### src/rtl/wb_io_decoder.sv
// Wishbone classic master-to-N-slave decoder with windowed match, default responder and ack timeout.
// Registered decode: slave strobe one cycle after the master strobe, ack at the earliest two cycles later.
module wb_io_decoder #(
  parameter int NSLV = 8,
  parameter int AW = 19,
  parameter int DW = 16,
  parameter int TO_W = 8,
  parameter int TIMEOUT = 200,
  parameter logic [DW-1:0] DEF_DAT = '0
) (
  input  logic                 wb_clk_i,
  input  logic                 wb_rst_n_i,
  input  logic [AW:1]          m_adr_i,
  input  logic                 m_tga_i,
  input  logic                 m_we_i,
  input  logic                 m_stb_i,
  input  logic                 m_cyc_i,
  output logic [DW-1:0]        m_dat_o,
  output logic                 m_ack_o,
  output logic                 m_err_o,
  input  logic [NSLV*AW-1:0]   slv_base_i,
  input  logic [NSLV*AW-1:0]   slv_mask_i,
  input  logic [NSLV-1:0]      slv_tga_i,
  input  logic [NSLV-1:0]      slv_en_i,
  output logic [NSLV-1:0]      s_stb_o,
  input  logic [NSLV*DW-1:0]   s_dat_i,
  input  logic [NSLV-1:0]      s_ack_i,
  output logic [7:0]           to_cnt_o
);

  localparam int IW = (NSLV > 1) ? $clog2(NSLV) : 1;
  localparam logic [NSLV-1:0] ONE = NSLV'(1);
  localparam logic [TO_W-1:0] TO_LAST = TO_W'(TIMEOUT - 1);

  typedef enum logic [1:0] {IDLE, SEL, DFLT, ACK} state_t;

  state_t          state;
  logic [IW-1:0]   idx;
  logic [TO_W-1:0] cnt;
  logic            hit;
  logic [IW-1:0]   win;
  logic            sel_ack;
  logic [DW-1:0]   sel_dat;

  // Scan from the top so the lowest matching index is the last one written.
  always_comb begin
    hit = 1'b0;
    win = '0;
    for (int i = NSLV - 1; i >= 0; i--) begin
      if (slv_en_i[i] && (slv_tga_i[i] == m_tga_i) &&
          ((m_adr_i & slv_mask_i[i*AW +: AW]) ==
           (slv_base_i[i*AW +: AW] & slv_mask_i[i*AW +: AW]))) begin
        hit = 1'b1;
        win = IW'(i);
      end
    end
  end

  assign sel_ack = s_ack_i[idx];
  assign sel_dat = s_dat_i[idx*DW +: DW];

  always_ff @(posedge wb_clk_i or negedge wb_rst_n_i) begin
    if (!wb_rst_n_i) begin
      state    <= IDLE;
      idx      <= '0;
      cnt      <= '0;
      s_stb_o  <= '0;
      m_ack_o  <= 1'b0;
      m_err_o  <= 1'b0;
      m_dat_o  <= '0;
      to_cnt_o <= '0;
    end else begin
      m_ack_o <= 1'b0;
      m_err_o <= 1'b0;
      case (state)
        IDLE: begin
          if (m_stb_i && m_cyc_i) begin
            if (hit) begin
              idx     <= win;
              s_stb_o <= ONE << win;
              cnt     <= '0;
              state   <= SEL;
            end else begin
              state <= DFLT;
            end
          end
        end
        SEL: begin
          if (!m_cyc_i) begin
            s_stb_o <= '0;
            state   <= IDLE;
          end else if (sel_ack) begin
            s_stb_o <= '0;
            m_dat_o <= sel_dat;
            m_ack_o <= 1'b1;
            state   <= ACK;
          end else if (cnt == TO_LAST) begin
            s_stb_o <= '0;
            m_dat_o <= DEF_DAT;
            m_ack_o <= 1'b1;
            m_err_o <= 1'b1;
            if (to_cnt_o != 8'hFF) to_cnt_o <= to_cnt_o + 8'd1;
            state   <= ACK;
          end else begin
            cnt <= cnt + 1'b1;
          end
        end
        DFLT: begin
          if (!m_cyc_i) begin
            state <= IDLE;
          end else begin
            m_dat_o <= DEF_DAT;
            m_ack_o <= 1'b1;
            state   <= ACK;
          end
        end
        ACK:     state <= IDLE;
        default: state <= IDLE;
      endcase
    end
  end

  // Writes follow exactly the same routing; the direction is the slaves' concern.
  logic unused_we;
  assign unused_we = m_we_i;

endmodule

### config.mk
export PLATFORM = sky130hd
export DESIGN_NAME = wb_io_decoder
export DESIGN_NICKNAME = d
export VERILOG_FILES = /design/src/rtl/wb_io_decoder.sv
export SDC_FILE = /design/constraint.sdc
export NUM_CORES = 1
export LEC_CHECK = 0
export CAP_MARGIN = 20
export CORE_AREA = 2 2 197 199
export DETAILED_ROUTE_END_ITERATION = 16
export DIE_AREA = 0 0 199 201
export RECOVER_POWER = 50
export SLEW_MARGIN = 20
export SYNTH_ARGS = -nofsm -noshare
export SYNTH_HDL_FRONTEND = slang
export SYNTH_SLANG_ARGS = --single-unit
### constraint.sdc
create_clock -name wb_clk_i -period 2.55 [get_ports wb_clk_i]
set_input_delay 0.51 -clock wb_clk_i [delete_from_list [all_inputs] [get_ports wb_clk_i]]
set_output_delay 0.51 -clock wb_clk_i [all_outputs]
set_load 0.005 [all_outputs]
==> results of run 1 <==
==> cell usage in the layout, fill, tap and decap left out, types with 4 or more instances in the layout <==
cell / count
clkdlybuf4s50_1: 401
buf_4: 121
xor2_1: 112
dlymetal6s2s_1: 82
nand2_1: 66
a22oi_1: 62
xor2_2: 47
dfrtp_1: 46
mux4_2: 34
buf_6: 34
nand4_1: 30
mux2i_1: 23
a22oi_2: 20
o31ai_1: 16
clkbuf_2: 15
buf_12: 13
nand2_2: 12
inv_1: 11
nand3_1: 10
nor2_1: 10
nor4_4: 10
a211oi_2: 9
dlygate4sd3_1: 7
a21oi_1: 6
o21bai_1: 6
ha_1: 6
o21ai_1: 5
clkbuf_16: 5
xnor2_1: 4
mux2_4: 4
o2bb2ai_2: 4
a211oi_1: 4
xor2_4: 4
==> stage by stage <==
stage	TNS (ps)	utilization (%)	area, sq um	worst slack [ps]	hold WS, ps
2_1_floorplan	0	-	6100	91.6	214
3_3_place_gp	-26550	33.3	12700	-1140	460
3_5_place_dp	-25850	33.3	12700	-1100	467
4_1_cts	-3970	34.5	13200	-263	337
5_1_grt	-2710	37.7	14400	-226	504
6_report	-1110	37.7	14400	-143	474
==> tightest hold or removal path: cells and delay by family (launching register included) <==
family,cells,cell delay [ps]
AOI/OAI and AO/OA,1,50
DFF,1,340
and+or+nand+nor,1,50
==> area by class of cell <==
cell class / instances / area, sq um
antenna: 2 / 5.00
clock buffer: 6 / 139
clock inverter: 2 / 38.8
fill: 3772 / 23800
inverter: 12 / 45.0
multi-input combinational: 557 / 5500
sequential: 47 / 1180
tap: 518 / 648
timing repair buffer: 681 / 6810
==> report_power, final <==
part	internal (mW)	switching (mW)
sequential	0.913	0.137
combinational	1.61	1.24
clock	0.493	0.295
total	3.01	1.67
==> flip-flops by register name, summed over array words and instances, names as in the netlist <==
register,count
m_dat_o,16
cnt,8
state,2
idx,3
m_ack_o,1
s_stb_o,8
m_err_o,1
to_cnt_o,8
==> layer usage <==
metal / part of all wire [%] / wire length (microns)
met2: 49 / 20100
met3: 6.3 / 2570
met1: 43 / 17500
met5: 0.073 / 30
met4: 2.1 / 847
==> logic make-up (layout without fill, tap and decap cells) <==
| family | Yosys count | count (layout) | share of synthesized area (%) |
|---|---|---|---|
| xor+xnor | 167 | 167 | 24.0 |
| simple gates | 165 | 165 | 13.8 |
| compound gates | 156 | 156 | 19.0 |
| mux | 63 | 63 | 17.5 |
| buf+inv | 51 | 701 | 5.23 |
| flops | 47 | 47 | 19.3 |
| fa+ha+maj | 6 | 6 | 1.23 |
| other cells | 0 | 2 | 0 |
==> final timing paths <==
path | from | end | depth (start not counted)
max in group asynchronous | wb_rst_n_i | idx[0] | 1
setup reg to reg | cnt[0] | s_stb_o[0] | 10
hold / removal | m_dat_o[12] | m_dat_o[12] | 2
setup / recovery | slv_mask_i[43] | idx[0] | 10
hold reg to reg | m_dat_o[12] | m_dat_o[12] | 2
min in group asynchronous | wb_rst_n_i | to_cnt_o[6] | 1
==> timing repair <==
action,in CTS,in global routing
endpoints found under the hold margin,0,0
gates cloned,0,1
pin swaps,33,114
resized for setup,75,277
setup buffers,17,40
endpoints found under the setup margin,21,43
==> reports/qor.csv, run 1 <==
stage;metric;value;unit
clock_tree;clock sinks;47;
yosys;number of enable flip-flop cells after synthesis;0;
worst_setup_path;cell at the slowest stage of the critical path;clkdlybuf4s50_1;
worst_setup_path;cell family with most CP delay;buffers and inverters;
drt;number of remaining DRC errors;0;
yosys;cell taking the most area after synthesis;xor2_1;
timing;Slew HR;-31.5;%
drt;per-cell via count in the routed design;4.40;
floorplan;area of the die;40000;sq um
timing;clock period minus worst slack;2690;ps
place;PortBufs;513;
finish;filler-free cell count of the finished design;1825;
floorplan;row count;72;
clock_tree;total clock buffers created by CTS;5;
floorplan;width of the chip;199;microns
yosys;post-synthesis cell area;6100;sq um
yosys;Main synth FF type;dfrtp_1;
drt;via total after detailed routing;8031;
timing;final worst path period share;106;%
floorplan;y dimension of the die;201;microns
run_status;status;finished, violations left;
run_status;failing checks;capacitance limit, slew limit, setup timing;
drt;drt initial violations;463;
yosys;fraction of the yosys area taken by sequential cells;19.3;%
yosys;syn_area_per_cell;9.31;sq um
grt;met3 GRT Util;3.88;%
worst_setup_path;maximum net fanout on the critical path;4;
finish;layout cell share with drive strength beyond 1;28.6;%
worst_setup_path;startpoint type of the worst setup path;input pin;
yosys;net count after synthesis;1142;
worst_setup_path;CP max stage delay;490;ps
timing;worst-case clock skew;4.70;ps
grt;GR Util met1;25.6;%
yosys;cell types with the highest counts after synthesis;163 x xor2_1, 79 x a22oi_1, 77 x nand2_1, 47 x dfrtp_1, 34 x mux4_2;
place;Post-Place Cells;1769;
clock_tree;clock-pin transition on the worst setup and hold timing paths;70;ps
pwr;worst voltage drop across the vdd grid;0.000249;V
yosys;most numerous cell in the Yosys netlist;xor2_1;
finish;number of nets in the layout;1791;
timing;unrepaired setup endpoints after global routing;true;
yosys;Seq cells post-synth;47;
grt;antenna violations before repair;4;
worst_setup_path;buffers and inverters on the worst path;4;
worst_setup_path;critical path class;input pin to register;
grt;gr ovfl total;0;
clock_tree;CTS HTree Levels;2;
floorplan;Core ar.;38100;sq um
worst_setup_path;required time of the critical path;2730;ps
timing;transition time at the pin with the least slew margin;1970;ps
clock_tree;root cell of the clock tree;clkbuf_16;
yosys;cell types with the largest area share after synthesis;xor2_1 23%, dfrtp_1 19%, mux4_2 13%;
grt;met2 track demand over resource in global routing;32.1;%
worst_setup_path;R2R Setup Slk;210;ps
timing;Final Hold Viols;0;
grt;first-pass GRT wire length;55800;microns
timing;final setup violation count;15;
grt;via count of the first global-routing pass;8404;
place;final estimated routing congestion in global placement;0.986;
worst_setup_path;critical-path cell list;clkdlybuf4s50_1, a211oi_2, nand4_1, nor4_4, buf_4, nor4_4, buf_4, a21oi_4, buf_6, mux2_4;
place;total half-perimeter wirelength after legalization and detailed placement;35700;microns
min_path;type of the most critical hold path;register to register;
timing;Max Clk Rate;371;MHz
grt;most crowded layer after global routing;met2;
grt;maximum number of pins on one net before global-route repair;36;
clock_tree;CTS tree;built;
drt;wirelength, routed;41100;microns
run;max cap viols;1;
yosys;number of cells produced by synthesis;655;
pwr;static power due to leakage;6.32;nW
drt;DRT antenna net count;0;
finish;area growth from synthesis to final layout;135;%
worst_setup_path;sort of element at the end of the critical path;register;
yosys;Yosys top cell area share;23.4;%
pwr;power density normalized to cell area;326;nW/um^2
timing;max-slew violation count;36;
clock_tree;maximum buffer depth of the clock tree;2;
worst_setup_path;CP arrival;2870;ps
yosys;Ys Warns;0;
yosys;Async SR Flop Fraction;100;%
pwr;Power, Total;4.69;mW
grt;Overall Global Routing Usage;19.3;%
yosys;post-synth cell types;53;
clock_tree;number of buffers inserted for hold repair after clock tree synthesis;0;
drt;first-pass detailed-route iteration total;5;
drt;wire per inst;22.5;microns
floorplan;Initial Utilization;16.0;%
floorplan;I/O pins;515;
clock_tree;clock latency of the later-clocked register in the worst-skew pair;290;ps
timing;final setup slack of the worst path;-143;ps
(Power assumes the default switching activity.)
==> inputs of run 2 (changes only) <==
- REMOVE_ABC_BUFFERS: default -> 1
==> run 2 against run 1 <==
The run still ends with capacitance limit, slew limit, setup timing left. Sequential share of layout area rose by 0.32 points. Global-route usage down 0.078 points. Core utilization shrank 1.4 points. Sequential power hardly changed. Critical path depth rose by 4. Total power shrank 4.2%. Cell area down 3.8%. Final cell count is 0.16% lower. Clock power down 5.2%. Non-clock buffer count is 9 lower. Largest power group unchanged.
==> reports/qor.csv, run 2 (synthesized netlist as in run 1, its figures left out) <==
stage;metric;value;unit
pwr;power density normalized to cell area;325;nW/um^2
finish;filler-free cell count of the finished design;1822;
grt;maximum number of pins on one net before global-route repair;34;
worst_setup_path;number of cells on the critical path;14;
worst_setup_path;Top cell by count, worst path;buf_6;
timing;Final Hold Viols;0;
timing;transition time at the pin with the least slew margin;1530;ps
drt;drt initial violations;382;
clock_tree;clock latency of the later-clocked register in the worst-skew pair;290;ps
finish;total area of multi-input combinational cells;5220;sq um
min_path;type of the most critical hold path;register to register;
timing;final worst path period share;103;%
finish;layout cell share with drive strength beyond 1;24.6;%
floorplan;width of the chip;199;microns
place;total half-perimeter wirelength after legalization and detailed placement;34400;microns
worst_setup_path;cell at the slowest stage of the critical path;nor4_4;
pwr;Combinational Power Share;60.3;%
drt;post-route met1 wirelength;16400;microns
worst_setup_path;CP max stage delay;390;ps
finish;number of nets in the layout;1782;
floorplan;Initial Utilization;16.0;%
grt;antenna violations before repair;10;
finish;commonest non-fill, non-tap cell in the layout;clkdlybuf4s50_1;
worst_setup_path;maximum net fanout on the critical path;7;
timing;final setup violation count;13;
worst_setup_path;required time of the critical path;2720;ps
drt;DRT antenna net count;0;
worst_setup_path;sort of element at the end of the critical path;register;
clock_tree;CTS tree;built;
pwr;net switching fraction of the power;35.1;%
pwr;static power due to leakage;5.70;nW
drt;first-pass detailed-route iteration total;5;
pwr;worst voltage drop across the vdd grid;0.000289;V
timing;worst-case clock skew;8.89;ps
worst_setup_path;cell family with most CP delay;simple AND/OR/NAND/NOR gates;
finish;number of flip-flops in the largest register;16;
drt;met3 routed wirelength;3010;microns
drt;via total after detailed routing;7981;
worst_setup_path;path depth of the worst reg2reg path;10;
timing;setup TNS;-532;ps
timing;final setup slack of the worst path;-67.0;ps
worst_setup_path;buffers and inverters on the worst path;6;
worst_setup_path;critical-path cell list;buf_6, buf_6, buf_12, buf_8, xor2_4, a211oi_2, nand4_1, nor4_4, nor4_4, and2_4, buf_6, buf_6, o21ai_1, mux2i_1;
run_status;status;finished, violations left;
finish;FF/Latch Area;1180;sq um
timing;unrepaired setup endpoints after global routing;true;
drt;wire length on met2;19600;microns
floorplan;row count;72;
min_path;Hold Path Stages;2;
pwr;cell internal power dissipation;2.91;mW
clock_tree;root cell of the clock tree;clkbuf_16;
drt;top layer in use;met5;
grt;first-pass GRT wire length;56000;microns
place;final estimated routing congestion in global placement;0.964;
grt;gr ovfl total;0;
worst_setup_path;startpoint type of the worst setup path;input pin;
run;max cap viols;1;
finish;area growth from synthesis to final layout;126;%
finish;Most flops, register;m_dat_o;
floorplan;area of the die;40000;sq um
drt;wire per inst;21.9;microns
place;PortBufs;513;
pwr;power share of the clock group;16.6;%
drt;number of remaining DRC errors;0;
finish;Fillers;3870;
timing;max-slew violation count;28;
timing;clock period minus worst slack;2620;ps
worst_setup_path;critical path class;input pin to register;
grt;Overall Global Routing Usage;19.3;%
floorplan;I/O pins;515;
clock_tree;CTS HTree Levels;2;
floorplan;y dimension of the die;201;microns
finish;top library cells by usage in the layout, fill and taps aside;415 x clkdlybuf4s50_1, 136 x xor2_1, 116 x buf_4, 73 x a22oi_1, 70 x nand2_1;
run_status;failing checks;capacitance limit, slew limit, setup timing;
place;Post-Place Cells;1766;
grt;via count of the first global-routing pass;8658;
clock_tree;clock sinks;47;
clock_tree;total clock buffers created by CTS;5;
pwr;sequential fraction of design power;23.1;%
timing;Max Clk Rate;382;MHz
pwr;net switching power figure;1.58;mW
clock_tree;clock-pin transition on the worst setup and hold timing paths;70;ps
floorplan;Core ar.;38100;sq um
clock_tree;maximum buffer depth of the clock tree;2;
drt;per-cell via count in the routed design;4.38;
timing;Slew HR;-1.93;%
drt;wirelength, routed;39900;microns
worst_setup_path;CP arrival;2780;ps
-- run 2: changes by cell type in the layout (fill, tap and decap cells not counted), sizes merged --
cell | before | now
clkbuf | 23 | 10
dlygate4sd2 | 1 | 54
clkdlybuf4s15 | 0 | 3
dlymetal6s2s | 82 | 15
diode | 2 | 8
clkinv | 0 | 2
clkdlybuf4s50 | 401 | 415
inv | 13 | 12
-- run 2: worst reg2reg max path: stages (launching register included) --
cell and delay, ps:
dfrtp_1 400, ha_1 220, nand4_1 110, nor4_1 390, nand2b_1 220, buf_4 130, nor2_1 40, a21oi_1 160
o21ai_0 170, a21o_4 260, a22o_1 240
-- run 2: power groups by stage --
stage                     clock, mW  combinational, mW  sequential [mW]
after floorplan                   0              0.860             1.03
after global placement            0               2.56             1.05
after detailed placement          0               2.57             1.05
after global routing          0.812               2.91             1.06
after CTS                     0.773               2.69             1.04
final                         0.747               2.71             1.04
-- run 2: timing repair --
| item | CTS | global route |
|---|---|---|
| buffers inserted | 36 | 12 |
| pin swaps | 94 | 43 |
| endpoints found under the setup margin | 21 | 28 |
| gates resized for setup | 236 | 54 |
| hold buffers | 0 | 0 |
-- run 2: through the flow --
stage               power (mW)  cell area (sq um)  hold WS [ps]  setup slack, ps  util [%]
detailed placement        3.62              12700           465            -1320      33.3
CTS                       4.50              13500           192            -76.3      35.5
floorplan                 1.89               5830           214             -977         -
finish                    4.49              13800           474            -67.0      36.2
global route              4.78              13800           503             -202      36.2
global placement          3.61              12700           460            -1290      33.3
-- run 2: final cells by class --
type                            count  share of cell area (%)
Clock inverter                      3                   0.317
Inverter                           12                   0.326
Tap cell                          518                    4.69
Antenna cell                        8                   0.145
Timing Repair Buffer              672                    47.3
Multi-Input combinational cell    557                    37.8
Sequential cell                    47                    8.53
Clock buffer                        5                   0.906
-- run 2: worst paths after layout --
kind / start / to / slack (ps)
max reg2reg: cnt[0] / s_stb_o[2] / 110
max: m_tga_i / cnt[4] / -70
min in group asynchronous: wb_rst_n_i / m_dat_o[10] / 510
min reg2reg: m_dat_o[5] / m_dat_o[5] / 470
max in group asynchronous: wb_rst_n_i / idx[0] / 850
min: m_dat_o[5] / m_dat_o[5] / 470
-- run 2: layer usage --
metal	GRT usage, %	up-vias
li1	-	3729
met1	23.8	3873
met3	5.70	49
met5	0	-
met2	32.5	324
met4	5.04	6
==> inputs of run 3 (changes only) <==
- RECOVER_POWER: 50 -> 25
==> run 3 against run 2 <==
The flow still finishes with violations (capacitance limit, slew limit, setup timing). Highest routed layer unchanged. Worst setup slack barely moved. Die area did not move. Final cell count did not move. Flip-flop and latch count did not move. Total power rose by 0.46%. Sequential share of layout area did not move.
==> reports/qor.csv, run 3 (synthesized netlist as in run 1, its figures left out) <==
stage;metric;value;unit
floorplan;I/O pins;515;
timing;worst-case clock skew;8.89;ps
drt;DRT antenna net count;0;
floorplan;Initial Utilization;16.0;%
timing;final worst path period share;103;%
worst_setup_path;worst setup path endpoint;cnt[4];
timing;transition time at the pin with the least slew margin;1530;ps
worst_setup_path;buffers and inverters on the worst path;6;
worst_setup_path;path depth of the worst reg2reg path;10;
drt;via total after detailed routing;7980;
worst_setup_path;Top cell by count, worst path;buf_6;
finish;commonest non-fill, non-tap cell in the layout;clkdlybuf4s50_1;
clock_tree;CTS HTree Levels;2;
grt;first-pass GRT wire length;56000;microns
pwr;sequential fraction of design power;23.0;%
timing;max-slew violation count;28;
place;total half-perimeter wirelength after legalization and detailed placement;34400;microns
grt;via count of the first global-routing pass;8658;
finish;layout cell share with drive strength beyond 1;24.6;%
run_status;status;finished, violations left;
floorplan;width of the chip;199;microns
worst_setup_path;required time of the critical path;2720;ps
finish;top library cells by usage in the layout, fill and taps aside;422 x clkdlybuf4s50_1, 136 x xor2_1, 116 x buf_4, 73 x a22oi_1, 70 x nand2_1;
timing;final setup slack of the worst path;-67.0;ps
worst_setup_path;cell family with most CP delay;simple AND/OR/NAND/NOR gates;
pwr;power share of the clock group;16.6;%
worst_setup_path;maximum net fanout on the critical path;7;
pwr;net switching power figure;1.58;mW
finish;Most flops, register;m_dat_o;
finish;area growth from synthesis to final layout;126;%
clock_tree;CTS tree;built;
finish;filler-free cell count of the finished design;1822;
place;Post-Place Cells;1766;
clock_tree;root cell of the clock tree;clkbuf_16;
drt;number of remaining DRC errors;0;
worst_setup_path;CP Launch Point;m_tga_i;
pwr;static power due to leakage;5.68;nW
worst_setup_path;R2R Setup Slk;110;ps
clock_tree;clock-pin transition on the worst setup and hold timing paths;70;ps
timing;final setup violation count;13;
clock_tree;total clock buffers created by CTS;5;
drt;wire per inst;21.9;microns
worst_setup_path;startpoint type of the worst setup path;input pin;
worst_setup_path;number of cells on the critical path;14;
floorplan;row count;72;
grt;maximum number of pins on one net before global-route repair;34;
timing;Slew HR;-1.93;%
drt;drt initial violations;385;
floorplan;y dimension of the die;201;microns
timing;Final Hold Viols;0;
worst_setup_path;CP max stage delay;390;ps
pwr;cell internal power dissipation;2.93;mW
pwr;power density normalized to cell area;327;nW/um^2
worst_setup_path;sort of element at the end of the critical path;register;
worst_setup_path;startpoint of the most critical register-to-register path;cnt[0];
grt;antenna violations before repair;10;
timing;Max Clk Rate;382;MHz
clock_tree;clock sinks;47;
clock_tree;clock latency of the later-clocked register in the worst-skew pair;290;ps
pwr;net switching fraction of the power;35.0;%
pwr;worst voltage drop across the vdd grid;0.000289;V
timing;setup TNS;-532;ps
floorplan;area of the die;40000;sq um
pwr;Combinational Power Share;60.4;%
drt;wirelength, routed;39900;microns
place;Post-Place Worst Slack;-1320;ps
grt;Overall Global Routing Usage;19.3;%
timing;unrepaired setup endpoints after global routing;true;
drt;per-cell via count in the routed design;4.38;
worst_setup_path;critical-path cell list;buf_6, buf_6, buf_12, buf_8, xor2_4, a211oi_2, nand4_1, nor4_4, nor4_4, and2_4, buf_6, buf_6, o21ai_1, mux2i_1;
worst_setup_path;reg-to-reg endpoint;s_stb_o[2];
clock_tree;maximum buffer depth of the clock tree;2;
finish;number of nets in the layout;1782;
drt;first-pass detailed-route iteration total;5;
floorplan;Core ar.;38100;sq um
worst_setup_path;CP arrival;2780;ps
finish;number of flip-flops in the largest register;16;
pwr;Power, Total;4.51;mW
grt;gr ovfl total;0;
run;max cap viols;1;
min_path;type of the most critical hold path;register to register;
worst_setup_path;cell at the slowest stage of the critical path;nor4_4;
timing;clock period minus worst slack;2620;ps
timing;Hold Worst Slack;479;ps
min_path;Hold Path Stages;2;
run_status;failing checks;capacitance limit, slew limit, setup timing;
worst_setup_path;critical path class;input pin to register;
place;PortBufs;513;
place;final estimated routing congestion in global placement;0.964;
## run 3: changes by cell type in the layout (fill, tap and decap cells not counted)
cell             change
dlygate4sd3_1        -7
clkdlybuf4s50_1      +7
## run 3: timing repair
item / CTS / global route
pin swaps: 94 / 43
setup endpoints to repair: 21 / 28
setup buffers: 36 / 12
hold buffers: 0 / 0
resized for setup: 236 / 54
## run 3: worst min-delay path, cell delays in order, from the launching register on
cell and delay, ps:
dfrtp_1 340, nand2_1 50, o31ai_1 50
## run 3: per-layer routing
metal	share of wire (%)	global-route usage, %	wire length (microns)
met1	41	23.8	16400
met2	49	32.5	19600
met3	7.5	5.70	3010
met4	2.1	5.04	856
met5	0.088	0	35
## run 3: power groups by stage
stage / clock network [mW] / registers [mW] / logic (mW)
6_report: 0.747 / 1.04 / 2.72
5_1_grt: 0.812 / 1.06 / 2.92
4_1_cts: 0.773 / 1.04 / 2.69
3_5_place_dp: 0 / 1.05 / 2.57
3_3_place_gp: 0 / 1.05 / 2.56
2_1_floorplan: 0 / 1.03 / 0.860
## run 3: metrics by stage
stage,area [sq um],util [%]
after floorplan,5830,-
after global placement,12700,33.3
after detailed placement,12700,33.3
after CTS,13500,35.5
after global routing,13800,36.2
final,13800,36.2
## run 3: layout make-up
cell class | count | area [sq um]
Fill cell | 3870 | 24300
Timing Repair Buffer | 672 | 6530
Multi-Input combinational cell | 557 | 5220
Sequential cell | 47 | 1180
Tap cell | 518 | 648
Clock buffer | 5 | 125
Inverter | 12 | 45.0
Clock inverter | 3 | 43.8
Antenna cell | 8 | 20.0
## run 3: worst min path at each step
stage,to,startpoint,slack [ps]
3_3_place_gp,m_dat_o[15],m_dat_o[15],460
6_report,m_dat_o[5],m_dat_o[5],480
5_1_grt,m_dat_o[9],m_dat_o[9],510
4_1_cts,m_dat_o[10],wb_rst_n_i,190
3_5_place_dp,m_dat_o[5],m_dat_o[5],460
2_1_floorplan,cnt[0],wb_rst_n_i,210
